**src/rtl/skylark_pkg.sv**
```systemverilog
// Shared definitions for the skylark core front end: opcodes, PC-select
// encodings and the 2-bit branch history counter type.
package skylark_pkg;

  localparam logic [6:0] OP_BRANCH = 7'b1100011;
  localparam logic [6:0] OP_JAL    = 7'b1101111;

  localparam logic [1:0] PCSRC_SEQ   = 2'b00;
  localparam logic [1:0] PCSRC_PRED  = 2'b01;
  localparam logic [1:0] PCSRC_REDIR = 2'b10;

  typedef logic [1:0] bht_ctr_t;

  localparam bht_ctr_t BHT_CTR_INIT = 2'b01;

  // Saturating step: sticks at 11 on taken and at 00 on not-taken.
  function automatic bht_ctr_t bht_ctr_next(input bht_ctr_t ctr, input logic taken);
    if (taken)
      return (ctr == 2'b11) ? ctr : ctr + 2'b01;
    else
      return (ctr == 2'b00) ? ctr : ctr - 2'b01;
  endfunction

endpackage

```
**src/rtl/branch_predictor_bht.sv**
```systemverilog
// Bimodal history table: one combinational read port, one saturating-update
// write port, all counters reset asynchronously to weakly not-taken.
module bht
  import skylark_pkg::*;
#(
  parameter int ENTRIES = 16,
  localparam int IW = $clog2(ENTRIES)
) (
  input  logic          clk,
  input  logic          reset,
  input  logic [IW-1:0] rd_idx,
  output bht_ctr_t      rd_ctr,
  input  logic          we,
  input  logic [IW-1:0] wr_idx,
  input  logic          wr_taken
);

  bht_ctr_t table_q [ENTRIES];

  // No write-to-read bypass: a lookup in the update cycle sees the old counter.
  always_ff @(posedge clk or posedge reset) begin
    if (reset) begin
      for (int i = 0; i < ENTRIES; i++) table_q[i] <= BHT_CTR_INIT;
    end else if (we) begin
      table_q[wr_idx] <= bht_ctr_next(table_q[wr_idx], wr_taken);
    end
  end

  assign rd_ctr = table_q[rd_idx];

endmodule

```
**src/rtl/branch_predictor.sv**
```systemverilog
// Fetch-side bimodal predictor and execute-side resolver with stalled-redirect
// tracking. Define JAL_PREDICT_EN to predict JAL in fetch instead of redirecting in E.
module branch_predictor
  import skylark_pkg::*;
#(
  parameter int BHT_ENTRIES = 16
) (
  input  logic        clk,
  input  logic        reset,
  input  logic        StallF,
  input  logic        StallD,
  input  logic        FlushD,
  input  logic        FlushE,
  input  logic [31:0] PCF,
  input  logic [31:0] InstrF,
  input  logic [31:0] PCE,
  input  logic [31:0] PCTargetE,
  input  logic        BranchE,
  input  logic        BranchTakenE,
  input  logic        JumpE,
  output logic [1:0]  PCSrc,
  output logic [31:0] TargetAddr,
  output logic [31:0] PCNextE,
  output logic        MispredictE
);

  localparam int IW = $clog2(BHT_ENTRIES);

  bht_ctr_t    ctr_f;
  logic        is_branch_f;
  logic        pred_taken_f;
  logic        pred_taken_d;
  logic        pred_taken_e;
  logic        mispredict;
  logic        jump_redir;
  logic        redirect_e;
  logic        pending;
  logic [31:0] pend_pc;
  logic [31:0] corrected_pc;
  logic [31:0] b_imm;

  bht #(.ENTRIES(BHT_ENTRIES)) u_bht (
    .clk      (clk),
    .reset    (reset),
    .rd_idx   (PCF[IW+1:2]),
    .rd_ctr   (ctr_f),
    .we       (BranchE),
    .wr_idx   (PCE[IW+1:2]),
    .wr_taken (BranchTakenE)
  );

  assign is_branch_f = (InstrF[6:0] == OP_BRANCH);
  assign b_imm = {{19{InstrF[31]}}, InstrF[31], InstrF[7], InstrF[30:25], InstrF[11:8], 1'b0};

`ifdef JAL_PREDICT_EN
  logic        is_jal_f;
  logic [31:0] j_imm;
  logic        unused_jump;

  // JAL is always taken and resolved in fetch, so E never redirects on it.
  assign is_jal_f     = (InstrF[6:0] == OP_JAL);
  assign j_imm        = {{11{InstrF[31]}}, InstrF[31], InstrF[19:12], InstrF[20], InstrF[30:21], 1'b0};
  assign pred_taken_f = (is_branch_f && ctr_f[1]) || is_jal_f;
  assign TargetAddr   = PCF + (is_jal_f ? j_imm : b_imm);
  assign jump_redir   = 1'b0;
  assign unused_jump  = JumpE;
`else
  logic unused_instr;

  assign pred_taken_f = is_branch_f && ctr_f[1];
  assign TargetAddr   = PCF + b_imm;
  assign jump_redir   = JumpE;
  assign unused_instr = ^InstrF[24:12];
`endif

  // Prediction bit travels alongside its instruction so E can judge it.
  always_ff @(posedge clk or posedge reset) begin
    if (reset) begin
      pred_taken_d <= 1'b0;
      pred_taken_e <= 1'b0;
    end else begin
      if (FlushD)
        pred_taken_d <= 1'b0;
      else if (!StallD)
        pred_taken_d <= pred_taken_f;
      pred_taken_e <= FlushE ? 1'b0 : pred_taken_d;
    end
  end

  assign mispredict = BranchE && (BranchTakenE != pred_taken_e);
  assign redirect_e = mispredict || jump_redir;

  always_comb begin
    corrected_pc = '0;
    if (BranchE)
      corrected_pc = BranchTakenE ? PCTargetE : PCE + 32'd4;
    else if (jump_redir)
      corrected_pc = PCTargetE;
  end

  // A redirect raised while fetch is stalled would be lost; hold it until fetch moves.
  always_ff @(posedge clk or posedge reset) begin
    if (reset) begin
      pending <= 1'b0;
      pend_pc <= '0;
    end else if (redirect_e && StallF) begin
      pending <= 1'b1;
      pend_pc <= corrected_pc;
    end else if (!StallF) begin
      pending <= 1'b0;
    end
  end

  assign PCNextE     = pending ? pend_pc : corrected_pc;
  assign MispredictE = redirect_e || pending;
  assign PCSrc       = (pending || redirect_e) ? PCSRC_REDIR :
                       pred_taken_f            ? PCSRC_PRED  : PCSRC_SEQ;

endmodule

```
**config.mk**
```make
export PLATFORM = sky130hd
export DESIGN_NAME = branch_predictor
export DESIGN_NICKNAME = d
export VERILOG_FILES = /design/src/rtl/skylark_pkg.sv /design/src/rtl/branch_predictor_bht.sv /design/src/rtl/branch_predictor.sv
export SDC_FILE = /design/constraint.sdc
export NUM_CORES = 1
export LEC_CHECK = 0
export BUFFER_PORTS_ARGS = -buffer_cell sky130_fd_sc_hd__buf_2
export CORE_ASPECT_RATIO = 0.5
export CORE_MARGIN = 2
export CORE_UTILIZATION = 47
export CTS_CLUSTER_DIAMETER = 100
export DETAILED_ROUTE_END_ITERATION = 8
export PLACE_DENSITY_LB_ADDON = 0.12
export SLEW_MARGIN = 20
export SYNTH_ARGS = -nofsm -noshare
export SYNTH_HDL_FRONTEND = slang
export SYNTH_SLANG_ARGS = --single-unit
```
**constraint.sdc**
```tcl
create_clock -name clk -period 2.1 [get_ports clk]
set_input_delay 0.105 -clock clk [delete_from_list [all_inputs] [get_ports clk]]
set_output_delay 0.105 -clock clk [all_outputs]
set_load 0.005 [all_outputs]
```
==> results of run 1 <==
==> worst register-to-register path: cells and delay by family, from the launching register on <==
family | cells | cell delay, ps
AO/OA/AOI/OAI | 3 | 760
adder cells (fa/ha/maj) | 1 | 430
flip-flops | 1 | 370
multiplexers | 1 | 460
==> placed cells by master (no fill, tap or decap), drive strengths merged, types with 4 or more instances in the layout <==
| cell type | Yosys | routed |
|---|---|---|
| and2 | 8 | 8 |
| mux2i | 27 | 27 |
| nor2 | 31 | 31 |
| dfrtp | 51 | 51 |
| mux2 | 13 | 13 |
| dfstp | 16 | 16 |
| nand2 | 108 | 108 |
| nand3 | 40 | 40 |
| o21a | 4 | 4 |
| clkbuf | 38 | 11 |
| or3 | 4 | 4 |
| mux4 | 12 | 12 |
| a21oi | 33 | 33 |
| a31oi | 7 | 7 |
| and3 | 8 | 8 |
| ha | 34 | 34 |
| xnor2 | 34 | 34 |
| o21ai | 89 | 89 |
| buf | 7 | 324 |
| nor3 | 11 | 11 |
| inv | 34 | 37 |
| a211oi | 6 | 6 |
| a2111oi | 4 | 4 |
| o211ai | 5 | 5 |
| nor4 | 6 | 6 |
| nand4 | 18 | 18 |
| xor2 | 18 | 18 |
| nor2b | 9 | 9 |
| a21o | 7 | 7 |
| and4 | 6 | 6 |
| a22oi | 23 | 23 |
==> flip-flops by register name (all words and copies together), names as in the netlist <==
signal	flops
pend_pc	32
u_bht.table_q	32
pending	1
pred_taken_d	1
pred_taken_e	1
==> Yosys cell counts (4+ instances only) <==
cell	number	area share, %
mux4_1	5	2.1
and2_1	8	0.81
mux2i_1	27	4.4
dfrtp_1	51	21
or3_1	4	0.40
nor3_1	11	0.89
nand4_1	18	1.8
dfstp_2	16	6.8
a21oi_1	33	2.7
a2111oi_0	4	0.57
nor2b_1	9	0.91
clkbuf_1	38	2.3
nand2_1	108	6.6
xnor2_1	34	4.8
o211ai_1	5	0.61
a211oi_1	6	0.73
inv_1	34	2.1
mux2_2	13	2.4
a22oi_1	23	2.8
ha_1	34	6.9
nor4_1	5	0.51
nand3_1	40	3.2
mux4_2	7	2.5
and4_1	6	0.85
o21ai_2	10	1.4
a21o_1	7	0.85
o21ai_1	4	0.32
nor2_1	31	1.9
o21ai_0	75	6.1
xor2_1	18	2.5
o21a_1	4	0.49
a31oi_1	7	0.71
and3_1	8	0.81
==> layout make-up <==
cell class / count / area, µm² / share of cell area (%)
repair buffers: 328 / 2122 / 23.00
well taps: 170 / 212.7 / 2.305
clock inverters: 6 / 68.82 / 0.7458
multi-input cells: 605 / 4760 / 51.58
clock buffers: 10 / 239.0 / 2.590
inverters: 34 / 127.6 / 1.383
flip-flops and latches: 67 / 1698 / 18.40
==> repair_timing <==
action,in CTS,in global routing
endpoints found under the setup margin,38,59
hold buffers,3,0
pin swaps,25,35
cloned,1,1
resized for setup,74,69
buffers inserted,3,10
hold endpoints to repair,15,0
==> report_power, final <==
group,internal [mW],leakage [nW],switching [mW]
combinational,1.20,3.22,1.20
sequential,1.60,0.833,0.152
clock,0.961,0.150,0.586
total,3.75,4.20,1.94
==> stage by stage <==
stage               util, %  cell area (µm²)  power [mW]  setup slack [ps]  setup TNS (ps)
floorplan                 -             6190       2.895             29.57               0
global placement      63.54             8115       3.773            -384.3           -3328
detailed placement    63.54             8115       3.833            -519.2           -4665
CTS                   68.77             8783       5.537            -228.5          -913.0
global route          72.25             9228       6.027            -381.8           -2494
finish                72.25             9228       5.689            -285.5           -1281
==> worst paths after layout <==
| kind | start | endpoint | slack (ps) | cells past startpoint |
|---|---|---|---|---|
| max | PCF[1] | TargetAddr[31] | -290 | 11 |
| max in group asynchronous | reset | u_bht.table_q[4]$_DFFE_PP1P_ | 1070 | 4 |
| max reg2reg | u_bht.table_q[8]$_DFFE_PP1P_ | u_bht.table_q[4]$_DFFE_PP1P_ | 20 | 5 |
| min | StallF | pending$_DFFE_PP0P_ | 30 | 2 |
| min reg2reg | u_bht.table_q[24]$_DFFE_PP1P_ | u_bht.table_q[24]$_DFFE_PP1P_ | 470 | 2 |
| min in group asynchronous | reset | u_bht.table_q[17]$_DFFE_PP0P_ | 360 | 3 |
==> cells by family after synthesis <==
logic type | share of synthesized area [%]
simple gates | 20.43
compound gates | 20.64
buf+inv | 5.179
flops | 27.43
xor+xnor | 7.364
mux | 11.41
fa+ha+maj | 7.546
==> routing by layer <==
metal | track usage, % | up-vias | wire length (µm) | share of wire [%]
met2 | 50.51 | 222 | 10470 | 51
met5 | 0 | - | 0 | 0
met3 | 4.664 | 46 | 960 | 4.6
li1 | - | 3342 | - | -
met4 | 8.621 | 0 | 530 | 2.6
met1 | 35.45 | 3250 | 8760 | 42
==> flow_summary.ini, run 1 <==
[status]
outcome = finished with violations
violations = setup timing

[clock_network]
clkSlewWorstSetupHoldPaths_ps = 60
cts.sinks = 67
clock_insertion_delay_worst_skew_ps = 340
cts_inserted_buffers = 9
cts_tree = done
number_of_h_tree_branching_levels = 3
cts_root_buf = clkbuf_16
cts_max_path_buffers = 2

[timing]
report.final.setup_viol = 12
finalWorstPathRequiredPeriod_ps = 2385
final-hold-violation-count = 0
setup_ws_ps = -285.5
tightest_slew_ps = 552.4
grt_setup_unrepaired = true
finClkSkew_ps = 10.56
slew-limit-headroom_pct = 63.12
finalCritPeriodShare_pct = 113.6
final-max-slew-violation-count = 0
fmax_mhz = 419.2
hold_ws_ps = 34.42

[layout]
finalNetCount = 1217
fill_cells = 994
layout-area-overhead-vs-synth_pct = 49.20
layout-drive-gt1-share_pct = 45.43
antenna-diode-count = 0
final_cells = 1220

[place]
gp_congestion = 0.9694
place.detailed.hpwl_mm = 15.68
io_buffer_count = 188
numPlacedInstances = 1188

[setup_path]
critical_path.n_buffers_inverters = 3
critPathMaxStageDelay_ps = 340
timing.critical_path.arrival_ps = 2280
worstPathRequired_ps = 2000
critPathLaunchType = primary input
crit_path_top_delay_cell = fa_2
critical_path.endpoint_type = output pin
crit_path_max_fanout = 4
timing_worst_setup_path_type = in -> out
timing.critical_path.cells = buf_6, ha_4, fa_2, a21o_1, a31o_4, a211oi_4, a2111oi_4, nor4_2, buf_4, xnor2_1, buf_2
cpLargestDelayFamily = compound AO/OA/AOI/OAI gates

[logic_synthesis]
mappedNetlistArea_um2 = 6185
synth_flop_cell = dfrtp_1
synth.avg_cell_area_um2 = 8.246
synth_cell_type_count = 62
synth_edf_count = 0
synth_nets = 922
postSynthRegisterBits = 67
postSynthCellCount = 750
synthArstFlopShare_pct = 100.0
synth-seq-area-share_pct = 27.43
yosys_warnings = 0

[power]
power.density_nw_per_um2 = 616.5
power.static_leakage_nw = 4.200
peakVddDrop_mv = 0.5456

[floorplanning]
pin_count = 204
floorplan.initialDensity_pct = 48.42
die_width_um = 166.2
core_area_um2 = 12770
die-area_um2 = 14150
row_count = 29
floorplan.die.height_um = 85.12

[global_routing]
groute.usage.overall_pct = 28.19
grt_pass1_wl_mm = 32.69
number_of_antenna_violations_at_the_first_check_in_global_routing = 0
maximum_number_of_pins_on_one_net_before_global_route_repair = 43
grt_pass1_vias = 6694
grt.overflow.total = 0

[routing]
drt_first_pass_iters = 5
route.detailed.vias_per_inst = 5.623
route.detailed.drc = 0
routed_wl_mm = 20.72
ant_nets = 0
via_count = 6860
dr.first_iter.drc_count = 416
drt-wirelength-per-cell_um = 16.99

[min_path]
hp-class = in -> reg

[job]
cap_violations = 0
(Power assumes the default switching activity.)
==> run 2, diff against run 1 <==
--- a/config.mk
+++ b/config.mk
@@ -11,7 +11,9 @@
 export CORE_UTILIZATION = 47
 export CTS_CLUSTER_DIAMETER = 100
 export DETAILED_ROUTE_END_ITERATION = 8
+export HOLD_SLACK_MARGIN = 0.02
 export PLACE_DENSITY_LB_ADDON = 0.12
+export SETUP_SLACK_MARGIN = 0.2
 export SLEW_MARGIN = 20
 export SYNTH_ARGS = -nofsm -noshare
 export SYNTH_HDL_FRONTEND = slang
==> flow_summary.ini, run 2 (synthesis results as in run 1) <==
[timing]
finalWorstPathRequiredPeriod_ps = 2496
slew-limit-headroom_pct = 58.16
fmax_mhz = 400.6
final-max-slew-violation-count = 0
finClkSkew_ps = 4.238
report.final.setup_viol = 11
setup_ws_ps = -396.2
finalCritPeriodShare_pct = 118.9
final-hold-violation-count = 0
tightest_slew_ps = 626.3
grt_setup_unrepaired = true

[setup_path]
critical_path.n_buffers_inverters = 4
crit_path_top_delay_cell = o41ai_2
critPathLaunchType = primary input
timing.critical_path.arrival_ps = 2390
crit_path_max_fanout = 17
cpLargestDelayFamily = compound AO/OA/AOI/OAI gates
timing_worst_setup_path_type = in -> out
critPathMaxStageDelay_ps = 380
critical_path.endpoint_type = output pin
timing.critical_path.cells = buf_16, ha_1, buf_4, and2_1, a41oi_1, and2_1, nand2_1, o41ai_2, nor4b_2, buf_4, buf_6
worstPathRequired_ps = 2000

[place]
pre_cts_slack_ps = -368.9
io_buffer_count = 188
gp_congestion = 0.9612
numPlacedInstances = 1175
placedInstanceArea_um2 = 8054
place.detailed.hpwl_mm = 15.60

[job]
cap_violations = 0

[floorplanning]
floorplan.die.height_um = 85.12
row_count = 29
die_width_um = 166.2
pin_count = 204
die-area_um2 = 14150
floorplan.initialDensity_pct = 48.42
core_area_um2 = 12770

[global_routing]
grt.overflow.total = 0
maximum_number_of_pins_on_one_net_before_global_route_repair = 51
groute.usage.overall_pct = 29.57
grt_pass1_vias = 6888
number_of_antenna_violations_at_the_first_check_in_global_routing = 0
grt_pass1_wl_mm = 33.75

[clock_network]
cts_max_path_buffers = 2
cts_root_buf = clkbuf_16
cts_tree = done
clock_insertion_delay_worst_skew_ps = 330
clkSlewWorstSetupHoldPaths_ps = 60
number_of_h_tree_branching_levels = 3
cts.sinks = 67
cts_inserted_buffers = 9

[layout]
finish.utilization_pct = 74.66
multi_input_area_um2 = 5009
layout-area-overhead-vs-synth_pct = 54.18
regArea_um2 = 1698
final_std_cell_area_no_fill_um2 = 9535
layout_commonest_cell = buf_2
largestRegisters = pend_pc x32, u_bht.table_q x32
antenna-diode-count = 0
finalNetCount = 1220
fill_cells = 940
layout.cells.most_common_list = buf_2, buf_4, nand2_1, dfrtp_1, o21ai_0
layout-drive-gt1-share_pct = 49.48
final_cells = 1223

[routing]
ant_nets = 0
drt_first_pass_iters = 6
route.detailed.drc = 0
route.detailed.vias_per_inst = 5.907
routed_wl_mm = 22.62
via_count = 7224
dr.first_iter.drc_count = 682
drt-wirelength-per-cell_um = 18.49

[min_path]
hp-class = in -> reg

[status]
outcome = finished with violations
violations = setup timing

[power]
peakVddDrop_mv = 0.5422
power.density_nw_per_um2 = 606.0
p_total_mw = 5.778
power.static_leakage_nw = 4.290
-- run 2: routing by layer --
metal	wire [µm]	part of all wire (%)	vias to the layer above	track usage (%)
li1	-	-	3345	-
met1	9034	40	3439	36.32
met2	11250	50	353	54.36
met3	1565	6.9	87	4.711
met4	770	3.4	0	8.777
met5	0	0	-	0
-- run 2: worst paths after layout --
check,startpoint,endpoint,slack (ps),cells after the start
setup / recovery,InstrF[31],TargetAddr[27],-400,11
hold / removal,StallD,pred_taken_d$_DFFE_PP0P_,30,3
setup reg to reg,u_bht.table_q[8]$_DFFE_PP1P_,u_bht.table_q[4]$_DFFE_PP1P_,20,5
hold reg to reg,u_bht.table_q[10]$_DFFE_PP1P_,u_bht.table_q[10]$_DFFE_PP1P_,470,2
max in group asynchronous,reset,u_bht.table_q[22]$_DFFE_PP1P_,1010,4
min in group asynchronous,reset,u_bht.table_q[3]$_DFFE_PP0P_,390,3
-- run 2: layout make-up --
type | instances | area share, %
Multi-Input combinational cell | 605 | 52.53
Timing Repair Buffer | 331 | 23.17
Sequential cell | 67 | 17.81
Clock buffer | 10 | 2.401
Tap cell | 170 | 2.231
Inverter | 34 | 1.338
Clock inverter | 6 | 0.5249
-- run 2: what timing repair did --
action,4_1_cts,5_1_grt
hold buffers,3,0
gates cloned,2,0
pin swaps,36,36
endpoints found under the hold margin,17,0
setup endpoints to repair,69,75
setup buffers,13,14
gates resized for setup,139,76
-- run 2: per-stage QoR --
stage | hold WS [ps] | setup TNS (ps)
floorplan | 170.6 | 0
global placement | 210.1 | -3071
detailed placement | 210.1 | -4429
CTS | 29.91 | -828.5
global route | 30.57 | -2421
finish | 29.65 | -1709
-- run 2: tightest hold or removal path, stage by stage --
cell,delay [ps]
buf_2,80
mux2i_1,60
nor2_1,80
-- run 2: power breakdown --
| group | switching [mW] | internal (mW) | total, mW |
|---|---|---|---|
| Sequential | 0.147 | 1.60 | 1.74 |
| Combinational | 1.33 | 1.29 | 2.62 |
| Clock | 0.607 | 0.811 | 1.42 |
==> run 3, diff against run 2 <==
--- a/config.mk
+++ b/config.mk
@@ -12,7 +12,8 @@
 export CTS_CLUSTER_DIAMETER = 100
 export DETAILED_ROUTE_END_ITERATION = 8
 export HOLD_SLACK_MARGIN = 0.02
-export PLACE_DENSITY_LB_ADDON = 0.12
+export PLACE_DENSITY = 0.88
+export REMOVE_ABC_BUFFERS = 1
 export SETUP_SLACK_MARGIN = 0.2
 export SLEW_MARGIN = 20
 export SYNTH_ARGS = -nofsm -noshare
==> flow_summary.ini, run 3 (synthesis results as in run 1) <==
[layout]
antenna-diode-count = 0
largestRegisters = pend_pc x32, u_bht.table_q x32
final_std_cell_area_no_fill_um2 = 9677
layout_commonest_cell = buf_2
layout-drive-gt1-share_pct = 49.44
layout.cells.most_common_list = buf_2, buf_4, nand2_1, dfrtp_1, o21ai_0
layout-area-overhead-vs-synth_pct = 56.46
finalNetCount = 1229

[timing]
tightest_slew_ps = 582.7
finalCritPeriodShare_pct = 113.5
fin_setup_tns_ps = -2778
report.final.setup_viol = 45
finClkSkew_ps = 16.62
grt_setup_unrepaired = true
final-max-slew-violation-count = 0
fmax_mhz = 419.6
setup_ws_ps = -283.4
final-hold-violation-count = 0
finalWorstPathRequiredPeriod_ps = 2383
slew-limit-headroom_pct = 61.07

[setup_path]
worst-r2r-setup-slack_ps = -100
timing.critical_path.mode_cell = a21oi_1
crit_path_max_fanout = 6
timing.critical_path.cells = buf_12, ha_1, a21oi_1, o21ai_1, a21oi_1, nor2_1, or4_1, and4_1, buf_2
timing_worst_setup_path_type = in -> out
worstPathRequired_ps = 2000
crit_path_top_delay_cell = or4_1
critPathMaxStageDelay_ps = 530
critPathLaunchType = primary input
critical_path.endpoint_type = output pin
timing.critical_path.arrival_ps = 2280

[routing]
dr.first_iter.drc_count = 915
via_count = 7956
route.detailed.drc = 0
drt_first_pass_iters = 7
route.detailed.vias_per_inst = 6.458
ant_nets = 0
routed_wl_mm = 26.50
drt-wirelength-per-cell_um = 21.51

[clock_network]
number_of_h_tree_branching_levels = 3
cts_tree = done
clkSlewWorstSetupHoldPaths_ps = 60
cts.sinks = 67
cts_inserted_buffers = 9
cts_max_path_buffers = 2
clock_insertion_delay_worst_skew_ps = 340
cts_root_buf = clkbuf_16

[global_routing]
groute.usage.overall_pct = 31.51
grt_pass1_vias = 7155
number_of_antenna_violations_at_the_first_check_in_global_routing = 0
maximum_number_of_pins_on_one_net_before_global_route_repair = 68
grt.overflow.total = 0
grt_pass1_wl_mm = 36.03

[place]
gp_congestion = 0.9685
placedInstanceArea_um2 = 8035
place.detailed.hpwl_mm = 15.70
io_buffer_count = 188

[power]
power.static_leakage_nw = 4.334
power.density_nw_per_um2 = 632.2
peakVddDrop_mv = 0.5318

[floorplanning]
pin_count = 204
row_count = 29
die-area_um2 = 14150
core_area_um2 = 12770
floorplan.initialDensity_pct = 48.42
floorplan.die.height_um = 85.12
die_width_um = 166.2

[status]
violations = setup timing
outcome = finished with violations

[job]
cap_violations = 0

[min_path]
hp-class = in -> reg
## run 3: cell types whose count changed in the layout (fill, tap and decap cells not counted), sizes merged
cell,delta
bufinv,+1
clkinvlp,+1
buf,+10
dlygate4sd3,+1
clkinv,-1
clkbuf,-3
## run 3: worst paths after layout
check	to	depth (start not counted)	startpoint
worst max register to register	u_bht.table_q[14]$_DFFE_PP1P_	5	u_bht.table_q[8]$_DFFE_PP1P_
worst min register to register	pend_pc[0]$_DFFE_PP0P_	2	pend_pc[0]$_DFFE_PP0P_
worst min-delay path	pend_pc[0]$_DFFE_PP0P_	3	PCE[0]
min in group asynchronous	pend_pc[27]$_DFFE_PP0P_	4	reset
worst max-delay path	TargetAddr[25]	9	InstrF[31]
max in group asynchronous	u_bht.table_q[4]$_DFFE_PP1P_	4	reset
## run 3: stage by stage
step                utilization (%)  hold WS (ps)  total power [mW]  std cells  setup slack (ps)
global route                  75.76         90.85             6.358       1232            -310.0
CTS                           71.56         30.74             5.689       1213            -173.3
finish                        75.76         85.04             6.118       1232            -283.4
global placement              62.91         202.5             3.736       1178            -381.0
detailed placement            62.91         205.9             3.833       1178            -391.5
floorplan                         -         170.6             2.845        705            -65.66
## run 3: power by group
group	switching, mW	leakage, nW	internal, mW
Sequential	0.188	0.833	1.60
Combinational	1.44	3.36	1.33
Clock	0.638	0.138	0.926
Total	2.26	4.33	3.85
## run 3: final cells by class
class / count / area [µm²]
clock buffers: 9 / 225.2
flip-flops and latches: 67 / 1700
fillers: 764 / 3095
repair buffers: 340 / 2326
inverters: 34 / 127.6
multi-input cells: 605 / 5010
well taps: 170 / 212.7
clock inverters: 7 / 75.07
## run 3: timing repair
item / 4_1_cts / 5_1_grt
pin swaps: 74 / 49
endpoints found under the hold margin: 54 / 0
setup buffers: 12 / 19
resized for setup: 158 / 83
gates cloned: 3 / 0
endpoints found under the setup margin: 80 / 75
hold buffers: 4 / 0
## run 3: critical path: cells and delay by family
| kind | cells | cell delay (ps) |
|---|---|---|
| AND/OR/NAND/NOR | 3 | 850 |
| AO/OA/AOI/OAI | 3 | 740 |
| adder cells (fa/ha/maj) | 1 | 320 |
| buffers and inverters | 2 | 250 |
## run 3: routing by layer
metal	vias up	global-route usage, %	part of all wire, %
li1	3355	-	-
met3	227	5.224	10
met4	0	13.48	7.6
met1	3657	37.74	35
met2	717	57.04	47
met5	-	0	0
